[src/rtl/ct_sysio_lpmd_ctrl_if.sv]
// Low-power handshake bundle shared by the core, the sysio low-power
// controller and the SoC power controller.
interface ct_sysio_lpmd_ctrl_if;
   logic [1:0] piu_sysio_lpmd_b;
   logic [5:0] sysio_piu_int_vec;
   logic       pad_core_dbgrq_b;
   logic       pad_sysio_lpmd_ack;
   logic       sysio_lpmd_err_clr;
   logic [1:0] core_pad_lpmd_b;
   logic       sysio_ciu_icg_off;
   logic       sysio_piu_wakeup;
   logic       sysio_lpmd_busy;
   logic       sysio_lpmd_to_err;

   modport master (
      input  piu_sysio_lpmd_b,
      input  sysio_piu_int_vec,
      input  pad_core_dbgrq_b,
      input  pad_sysio_lpmd_ack,
      input  sysio_lpmd_err_clr,
      output core_pad_lpmd_b,
      output sysio_ciu_icg_off,
      output sysio_piu_wakeup,
      output sysio_lpmd_busy,
      output sysio_lpmd_to_err
   );

   modport slave (
      output piu_sysio_lpmd_b,
      output sysio_piu_int_vec,
      output pad_core_dbgrq_b,
      output pad_sysio_lpmd_ack,
      output sysio_lpmd_err_clr,
      input  core_pad_lpmd_b,
      input  sysio_ciu_icg_off,
      input  sysio_piu_wakeup,
      input  sysio_lpmd_busy,
      input  sysio_lpmd_to_err
   );
endinterface

[src/rtl/ct_sysio_lpmd_ctrl.sv]
// Core low-power entry/exit sequencer: hands the core's wait/stop request to
// the pad power controller, gates core clocks and issues the wakeup pulse.
//
// state  | meaning
// RUN    | core running, pad sees 11, watching for a low-power request
// ENTER  | mode presented to pad, waiting for ack (wake aborts to EXIT)
// LOWPWR | ack received, core clocks gated, waiting for wake
// EXIT   | pad sees 11 again, waiting for ack to drop, then wakeup pulse
module ct_sysio_lpmd_ctrl #(
   parameter logic [7:0] ACK_TO = 8'd255
) (
   input logic                   sysio_clk,
   input logic                   cpurst_b,
   input logic                   axim_clk_en,
   ct_sysio_lpmd_ctrl_if.master  lpmd
);

   typedef enum logic [1:0] {
      ST_RUN    = 2'd0,
      ST_ENTER  = 2'd1,
      ST_LOWPWR = 2'd2,
      ST_EXIT   = 2'd3
   } state_t;

   state_t     state, state_nxt;
   logic [7:0] timer, timer_nxt, timer_inc;
   logic [1:0] lpmd_out, lpmd_out_nxt;
   logic       icg_off, icg_off_nxt;
   logic       wakeup, wakeup_nxt;
   logic       busy, busy_nxt;
   logic       to_err, to_err_nxt;
   logic       err_set;
   logic       wake;
   logic       lp_req;
   logic       timeout;

   assign wake      = (|lpmd.sysio_piu_int_vec) | ~lpmd.pad_core_dbgrq_b;
   assign lp_req    = (lpmd.piu_sysio_lpmd_b == 2'b01) || (lpmd.piu_sysio_lpmd_b == 2'b00);
   // Timer saturates at ACK_TO; the abort fires on the edge it reaches it.
   assign timer_inc = (timer == ACK_TO) ? timer : timer + 8'd1;
   assign timeout   = (timer_inc == ACK_TO);

   always_comb begin
      state_nxt    = state;
      timer_nxt    = timer;
      lpmd_out_nxt = lpmd_out;
      icg_off_nxt  = icg_off;
      wakeup_nxt   = 1'b0;
      err_set      = 1'b0;
      case (state)
         ST_RUN: begin
            lpmd_out_nxt = 2'b11;
            if (lp_req && !wake) begin
               state_nxt    = ST_ENTER;
               lpmd_out_nxt = lpmd.piu_sysio_lpmd_b;
               timer_nxt    = 8'd0;
            end
         end
         ST_ENTER: begin
            if (wake) begin
               state_nxt    = ST_EXIT;
               lpmd_out_nxt = 2'b11;
               timer_nxt    = 8'd0;
            end else if (lpmd.pad_sysio_lpmd_ack) begin
               state_nxt   = ST_LOWPWR;
               icg_off_nxt = 1'b1;
            end else begin
               timer_nxt = timer_inc;
               if (timeout) begin
                  state_nxt    = ST_RUN;
                  lpmd_out_nxt = 2'b11;
                  err_set      = 1'b1;
               end
            end
         end
         ST_LOWPWR: begin
            if (wake) begin
               state_nxt    = ST_EXIT;
               icg_off_nxt  = 1'b0;
               lpmd_out_nxt = 2'b11;
               timer_nxt    = 8'd0;
            end
         end
         ST_EXIT: begin
            if (!lpmd.pad_sysio_lpmd_ack) begin
               state_nxt  = ST_RUN;
               wakeup_nxt = 1'b1;
            end else begin
               timer_nxt = timer_inc;
               if (timeout) begin
                  state_nxt  = ST_RUN;
                  wakeup_nxt = 1'b1;
                  err_set    = 1'b1;
               end
            end
         end
         default: begin
            state_nxt    = ST_RUN;
            lpmd_out_nxt = 2'b11;
            icg_off_nxt  = 1'b0;
         end
      endcase
      busy_nxt   = (state_nxt != ST_RUN);
      to_err_nxt = err_set ? 1'b1 : (lpmd.sysio_lpmd_err_clr ? 1'b0 : to_err);
   end

   always_ff @(posedge sysio_clk or negedge cpurst_b) begin
      if (!cpurst_b) begin
         state    <= ST_RUN;
         timer    <= 8'd0;
         lpmd_out <= 2'b11;
         icg_off  <= 1'b0;
         wakeup   <= 1'b0;
         busy     <= 1'b0;
         to_err   <= 1'b0;
      end else if (axim_clk_en) begin
         state    <= state_nxt;
         timer    <= timer_nxt;
         lpmd_out <= lpmd_out_nxt;
         icg_off  <= icg_off_nxt;
         wakeup   <= wakeup_nxt;
         busy     <= busy_nxt;
         to_err   <= to_err_nxt;
      end
   end

   assign lpmd.core_pad_lpmd_b   = lpmd_out;
   assign lpmd.sysio_ciu_icg_off = icg_off;
   assign lpmd.sysio_piu_wakeup  = wakeup;
   assign lpmd.sysio_lpmd_busy   = busy;
   assign lpmd.sysio_lpmd_to_err = to_err;

endmodule

[src/flat_wrapper.sv]
// flat-port wrapper written by rule: the top's interface ports become plain ports
module ct_sysio_lpmd_ctrl_flat 
#(
   parameter logic [7:0] ACK_TO = 8'd255
)
  (sysio_clk, cpurst_b, axim_clk_en, lpmd_piu_sysio_lpmd_b, lpmd_sysio_piu_int_vec, lpmd_pad_core_dbgrq_b, lpmd_pad_sysio_lpmd_ack, lpmd_sysio_lpmd_err_clr, lpmd_core_pad_lpmd_b, lpmd_sysio_ciu_icg_off, lpmd_sysio_piu_wakeup, lpmd_sysio_lpmd_busy, lpmd_sysio_lpmd_to_err);
  ct_sysio_lpmd_ctrl_if lpmd_i ();
  input logic sysio_clk;
  input logic cpurst_b;
  input logic axim_clk_en;
  input wire logic [$bits(lpmd_i.piu_sysio_lpmd_b)-1:0] lpmd_piu_sysio_lpmd_b;
  input wire logic [$bits(lpmd_i.sysio_piu_int_vec)-1:0] lpmd_sysio_piu_int_vec;
  input wire logic [$bits(lpmd_i.pad_core_dbgrq_b)-1:0] lpmd_pad_core_dbgrq_b;
  input wire logic [$bits(lpmd_i.pad_sysio_lpmd_ack)-1:0] lpmd_pad_sysio_lpmd_ack;
  input wire logic [$bits(lpmd_i.sysio_lpmd_err_clr)-1:0] lpmd_sysio_lpmd_err_clr;
  output wire logic [$bits(lpmd_i.core_pad_lpmd_b)-1:0] lpmd_core_pad_lpmd_b;
  output wire logic [$bits(lpmd_i.sysio_ciu_icg_off)-1:0] lpmd_sysio_ciu_icg_off;
  output wire logic [$bits(lpmd_i.sysio_piu_wakeup)-1:0] lpmd_sysio_piu_wakeup;
  output wire logic [$bits(lpmd_i.sysio_lpmd_busy)-1:0] lpmd_sysio_lpmd_busy;
  output wire logic [$bits(lpmd_i.sysio_lpmd_to_err)-1:0] lpmd_sysio_lpmd_to_err;
  assign lpmd_i.piu_sysio_lpmd_b = lpmd_piu_sysio_lpmd_b;
  assign lpmd_i.sysio_piu_int_vec = lpmd_sysio_piu_int_vec;
  assign lpmd_i.pad_core_dbgrq_b = lpmd_pad_core_dbgrq_b;
  assign lpmd_i.pad_sysio_lpmd_ack = lpmd_pad_sysio_lpmd_ack;
  assign lpmd_i.sysio_lpmd_err_clr = lpmd_sysio_lpmd_err_clr;
  assign lpmd_core_pad_lpmd_b = lpmd_i.core_pad_lpmd_b;
  assign lpmd_sysio_ciu_icg_off = lpmd_i.sysio_ciu_icg_off;
  assign lpmd_sysio_piu_wakeup = lpmd_i.sysio_piu_wakeup;
  assign lpmd_sysio_lpmd_busy = lpmd_i.sysio_lpmd_busy;
  assign lpmd_sysio_lpmd_to_err = lpmd_i.sysio_lpmd_to_err;
  ct_sysio_lpmd_ctrl #(.ACK_TO(ACK_TO)) u_core (.sysio_clk(sysio_clk), .cpurst_b(cpurst_b), .axim_clk_en(axim_clk_en), .lpmd(lpmd_i));
endmodule
[config.mk]
export PLATFORM = sky130hd
export DESIGN_NAME = ct_sysio_lpmd_ctrl_flat
export DESIGN_NICKNAME = d
export VERILOG_FILES = /design/src/rtl/ct_sysio_lpmd_ctrl_if.sv /design/src/rtl/ct_sysio_lpmd_ctrl.sv /design/src/flat_wrapper.sv
export SDC_FILE = /design/constraint.sdc
export NUM_CORES = 1
export LEC_CHECK = 0
export CORE_MARGIN = 1
export CORE_UTILIZATION = 52
export CTS_CLUSTER_SIZE = 14
export DETAILED_ROUTE_END_ITERATION = 6
export GPL_ROUTABILITY_DRIVEN = 0
export PLACE_DENSITY = 0.83
export SYNTH_ARGS = -nofsm -noshare
export SYNTH_HDL_FRONTEND = slang
export SYNTH_SLANG_ARGS = --single-unit
[constraint.sdc]
create_clock -name sysio_clk -period 2.8 [get_ports sysio_clk]
set_input_delay 0.56 -clock sysio_clk [delete_from_list [all_inputs] [get_ports sysio_clk]]
set_output_delay 0.56 -clock sysio_clk [all_outputs]
set_load 0.005 [all_outputs]
==> metrics.md <==
| Metric | Value |
|---|---|
| Final setup fails | `0` |
| Layout cell share with drive strength beyond 1 | `0.1139` |
| Max cap viols | `0` |
| Number of remaining DRC errors | `0` |
| Syn. warnings | `0` |
| Vias per cell | `a little over 6` |
| Port-buffer cells | `19` |
| Startpoint types | `input pin` |
| Synth cell count leaders | `nand2_1 (17), dfrtp_1 (14), a21oi_1 (13), nor2_1 (9), o21ai_0 (9)` |
| Clk Latency, worst-skew pair | `300 ps` |
| Kind of critical path | `in2reg` |
| # H-tree levels | `1` |
| Rows | `16` |
| Crit-path leading delay family | `simple AND/OR/NAND/NOR gates` |
| Top cells by area, synth | `dfrtp_1 (30%), a21oi_1 (5.7%), nand2_1 (5.5%), ha_1 (5.4%), dfstp_2 (4.6%)` |
| Skew final | `about 8.4 ps` |
| Worst slew pin tran | `roughly 710 ps` |
| Required time of the critical path | `2980 ps` |
| Post-synthesis sequential area ratio | `0.3504` |
| P_leak | `about 0.57 nW` |
| Final nets | `approximately 180` |
| CTS root buffer | `clkbuf_4` |
| Reg2reg start | `u_core.timer[0]` |
| Via count | `about 1100` |
| Final instance area | `around 1400 um2` |
| First-pass GRT wire length | `roughly 4.7 mm` |
| GRT Residual Overflow | `0` |
| Flop2flop setup slack | `around 430 ps` |
| Sw Ratio | `0.3755` |
| Initial Utilization | `0.5687` |
| Final hold vios | `0` |
| Xor-xnor portion of the synthesized cell area | `0.007617` |
| Placed cell areas | `approximately 1400 um2` |
| Worst R2R Path Depth | `7` |
| Chip Width | `approximately 49 um` |
| CTS tree | `yes` |
| Post-synthesis mux area share | `0.02829` |
| TritonCTS Sinks | `16` |
| Critical Path Fanout Max | `4` |
| Antenna viol nets, final | `0` |
| Max-slew violation count | `0` |
| Clock buffer depth | `2` |
| Hold path cells | `1` |
| Post CTS Setup Buffer Count | `0` |
| Fin crit period | `between 2000 and 3000 ps` |
| Worst hold start | `u_core.lpmd.sysio_lpmd_to_err` |
| Yosys top cell area share | `0.3047` |
| Synthesized net count | `156` |
| Synth area leader | `dfrtp_1` |
| Post-synthesis average cell area | `roughly 8.4 um2` |
| Status | `finished clean` |
| IR Drop Worst-Case VDD | `~540 uV` |
| IO Count | `20` |
| # resized after CTS | `0` |
| Post-DP HPWL | `1.986 mm` |
| CP max stage delay | `~570 ps` |
| Final Util | `0.6993` |
| Largest family of logic cells by synthesized area | `simple AND/OR/NAND/NOR gates` |
| Cell Chain, Critical Path | `clkdlybuf4s50_1 > or4b_4 > nor3_4 > o21ai_2 > or3_4 > a21o_1 > a32o_1` |
| Initial antenna violation count | `0` |
| Ys async rst share | `1.000` |
| Worst reg2reg endpoint | `u_core.lpmd.core_pad_lpmd_b[0]` |
| Cell internal pwr | `between 500 and 600 uW` |
| Final Cycle Share | `0.8943` |
| Final worst slack | `roughly 300 ps` |
| Vias in the first global route | `1048` |
| DRT iter0 DRCs | `40` |
| Combinational share of power | `0.449` |
| CP max-delay cell | `or4b_4` |
| Die height | `roughly 49 um` |
| Critical path arrival | `approximately 2700 ps` |
| Tot GR Track Use | `0.2550` |
| Diodes inserted | `0` |
| Synth Cell Area | `around 1100 um2` |
| Area growth syn-to-layout | `22.96%` |
| Total Power | `~850 uW` |
| Wire per inst | `14.12 um` |
| Worst Setup Slack post-DPL | `between 8 and 9 ps` |
| Fmax | `399.4 MHz` |
| Most common cell in the netlist | `nand2_1` |
| Hold path endpoint | `u_core.lpmd.sysio_lpmd_to_err` |
| #FFs+latches synth | `16` |
| RSZ-0062 raised after global routing | `no` |
| Relative slew slack | `0.5284` |
| Clock network fraction of total power | `0.184` |
| Compound-gate portion of the synthesized area | `0.2459` |
| Most used DFF post-synth | `dfrtp_1` |
| Hold Crit Class | `reg2reg` |
| Sequential fraction of design power | `0.367` |
| Cells after Synth | `137` |
| Crit end category | `flop` |
| Number of unique standard cell types used by synthesis | `42` |
| Adder-cell share of the synthesized area | `0.05441` |
| Cell Pwr Density | `599.6 nW/um2` |
| CTS Hold Bufs | `0` |
| Filler instances | `roughly 160` |
| Core ar. | `a little over 2000 um2` |
| Num CTS Buffers | `3` |
| CP Depth | `7` |
| CTS clock-pin slew for the worst setup and hold paths | `100 ps` |
| Post-Synth Simple-Gate Area | `0.2677` |
| Die area | `between 2000 and 2500 um2` |
| Setup TNS | `0 ps` |
| Worst Path Buf+Inv | `1` |
| Number of flops mapped to enable cells by yosys | `0` |
| P_sw | `318.3 uW` |
| DR pass1 iterations | `5` |
| Final WL | `approximately 2.6 mm` |
| Largest net degree at the start of global routing | `17` |
## metal layers
layer / global-route usage / vias to the layer above / share of wire
li1: - / 550 / -
met1: 0.3491 / 506 / 0.43
met2: 0.3958 / 58 / 0.48
met3: 0.05919 / 6 / 0.075
met4: 0.08333 / 0 / 0.015
met5: 0 / - / 0
## cell type report
cell class | count | area, um2 | share of cell area
multi-input combinational | 108 | 694.4 | 0.4911
inverter | 7 | 26.28 | 0.01858
sequential | 16 | 402.9 | 0.2850
clock buffer | 4 | 36.28 | 0.02566
tap | 27 | 33.78 | 0.02389
timing repair buffer | 23 | 220.2 | 0.1558
## registers in the layout (all words and copies together) (netlist names)
| register | flops |
|---|---|
| u_core.lpmd.sysio_piu_wakeup | 1 |
| u_core.timer | 8 |
| u_core.lpmd.core_pad_lpmd_b | 2 |
| u_core.lpmd.sysio_ciu_icg_off | 1 |
| u_core.state | 2 |
| u_core.lpmd.sysio_lpmd_busy | 1 |
| u_core.lpmd.sysio_lpmd_to_err | 1 |
## logic make-up after synthesis
| group | count (synthesis) |
|---|---|
| compound gates | 44 |
| xor+xnor | 1 |
| fa+ha+maj | 5 |
| buf+inv | 13 |
| flops | 16 |
| mux | 3 |
| simple gates | 55 |
## power by group through the flow
stage	clock network, mW	logic [mW]	registers, mW
after CTS	0.163	0.376	0.310
after detailed placement	0	0.373	0.314
after global routing	0.173	0.420	0.318
after floorplan	0	0.251	0.306
after global placement	0	0.364	0.311
final	0.156	0.381	0.312
## through the flow
| stage | std cells | hold slack [ps] |
|---|---|---|
| 2_1_floorplan | 137 | 264.4 |
| 3_3_place_gp | 181 | 483.6 |
| 3_5_place_dp | 181 | 493.5 |
| 4_1_cts | 185 | 520.6 |
| 5_1_grt | 185 | 552.0 |
| 6_report | 185 | 517.4 |
## how the worst max path moves through the flow
stage	start	end	slack, ps
CTS	lpmd_sysio_piu_int_vec[2]	u_core.timer[1]	330
finish	lpmd_sysio_piu_int_vec[2]	u_core.timer[1]	300
global route	u_core.timer[0]	u_core.lpmd.core_pad_lpmd_b[1]	230
floorplan	lpmd_sysio_piu_int_vec[2]	u_core.timer[1]	530
detailed placement	lpmd_sysio_piu_int_vec[2]	u_core.timer[1]	8
global placement	lpmd_sysio_piu_int_vec[2]	u_core.timer[1]	80
## cell usage in the layout, fill, tap and decap left out, types with 4 or more instances in the layout
cell / instances
ha_1: 5
o22ai_1: 4
nand3_1: 4
inv_1: 7
nor3_1: 6
o21ai_0: 9
nor2_1: 9
buf_4: 4
clkdlybuf4s50_1: 19
dfrtp_1: 14
a32o_1: 4
nand2_1: 17
a21oi_1: 13
Note: power is estimated with default switching activity, not from simulation.
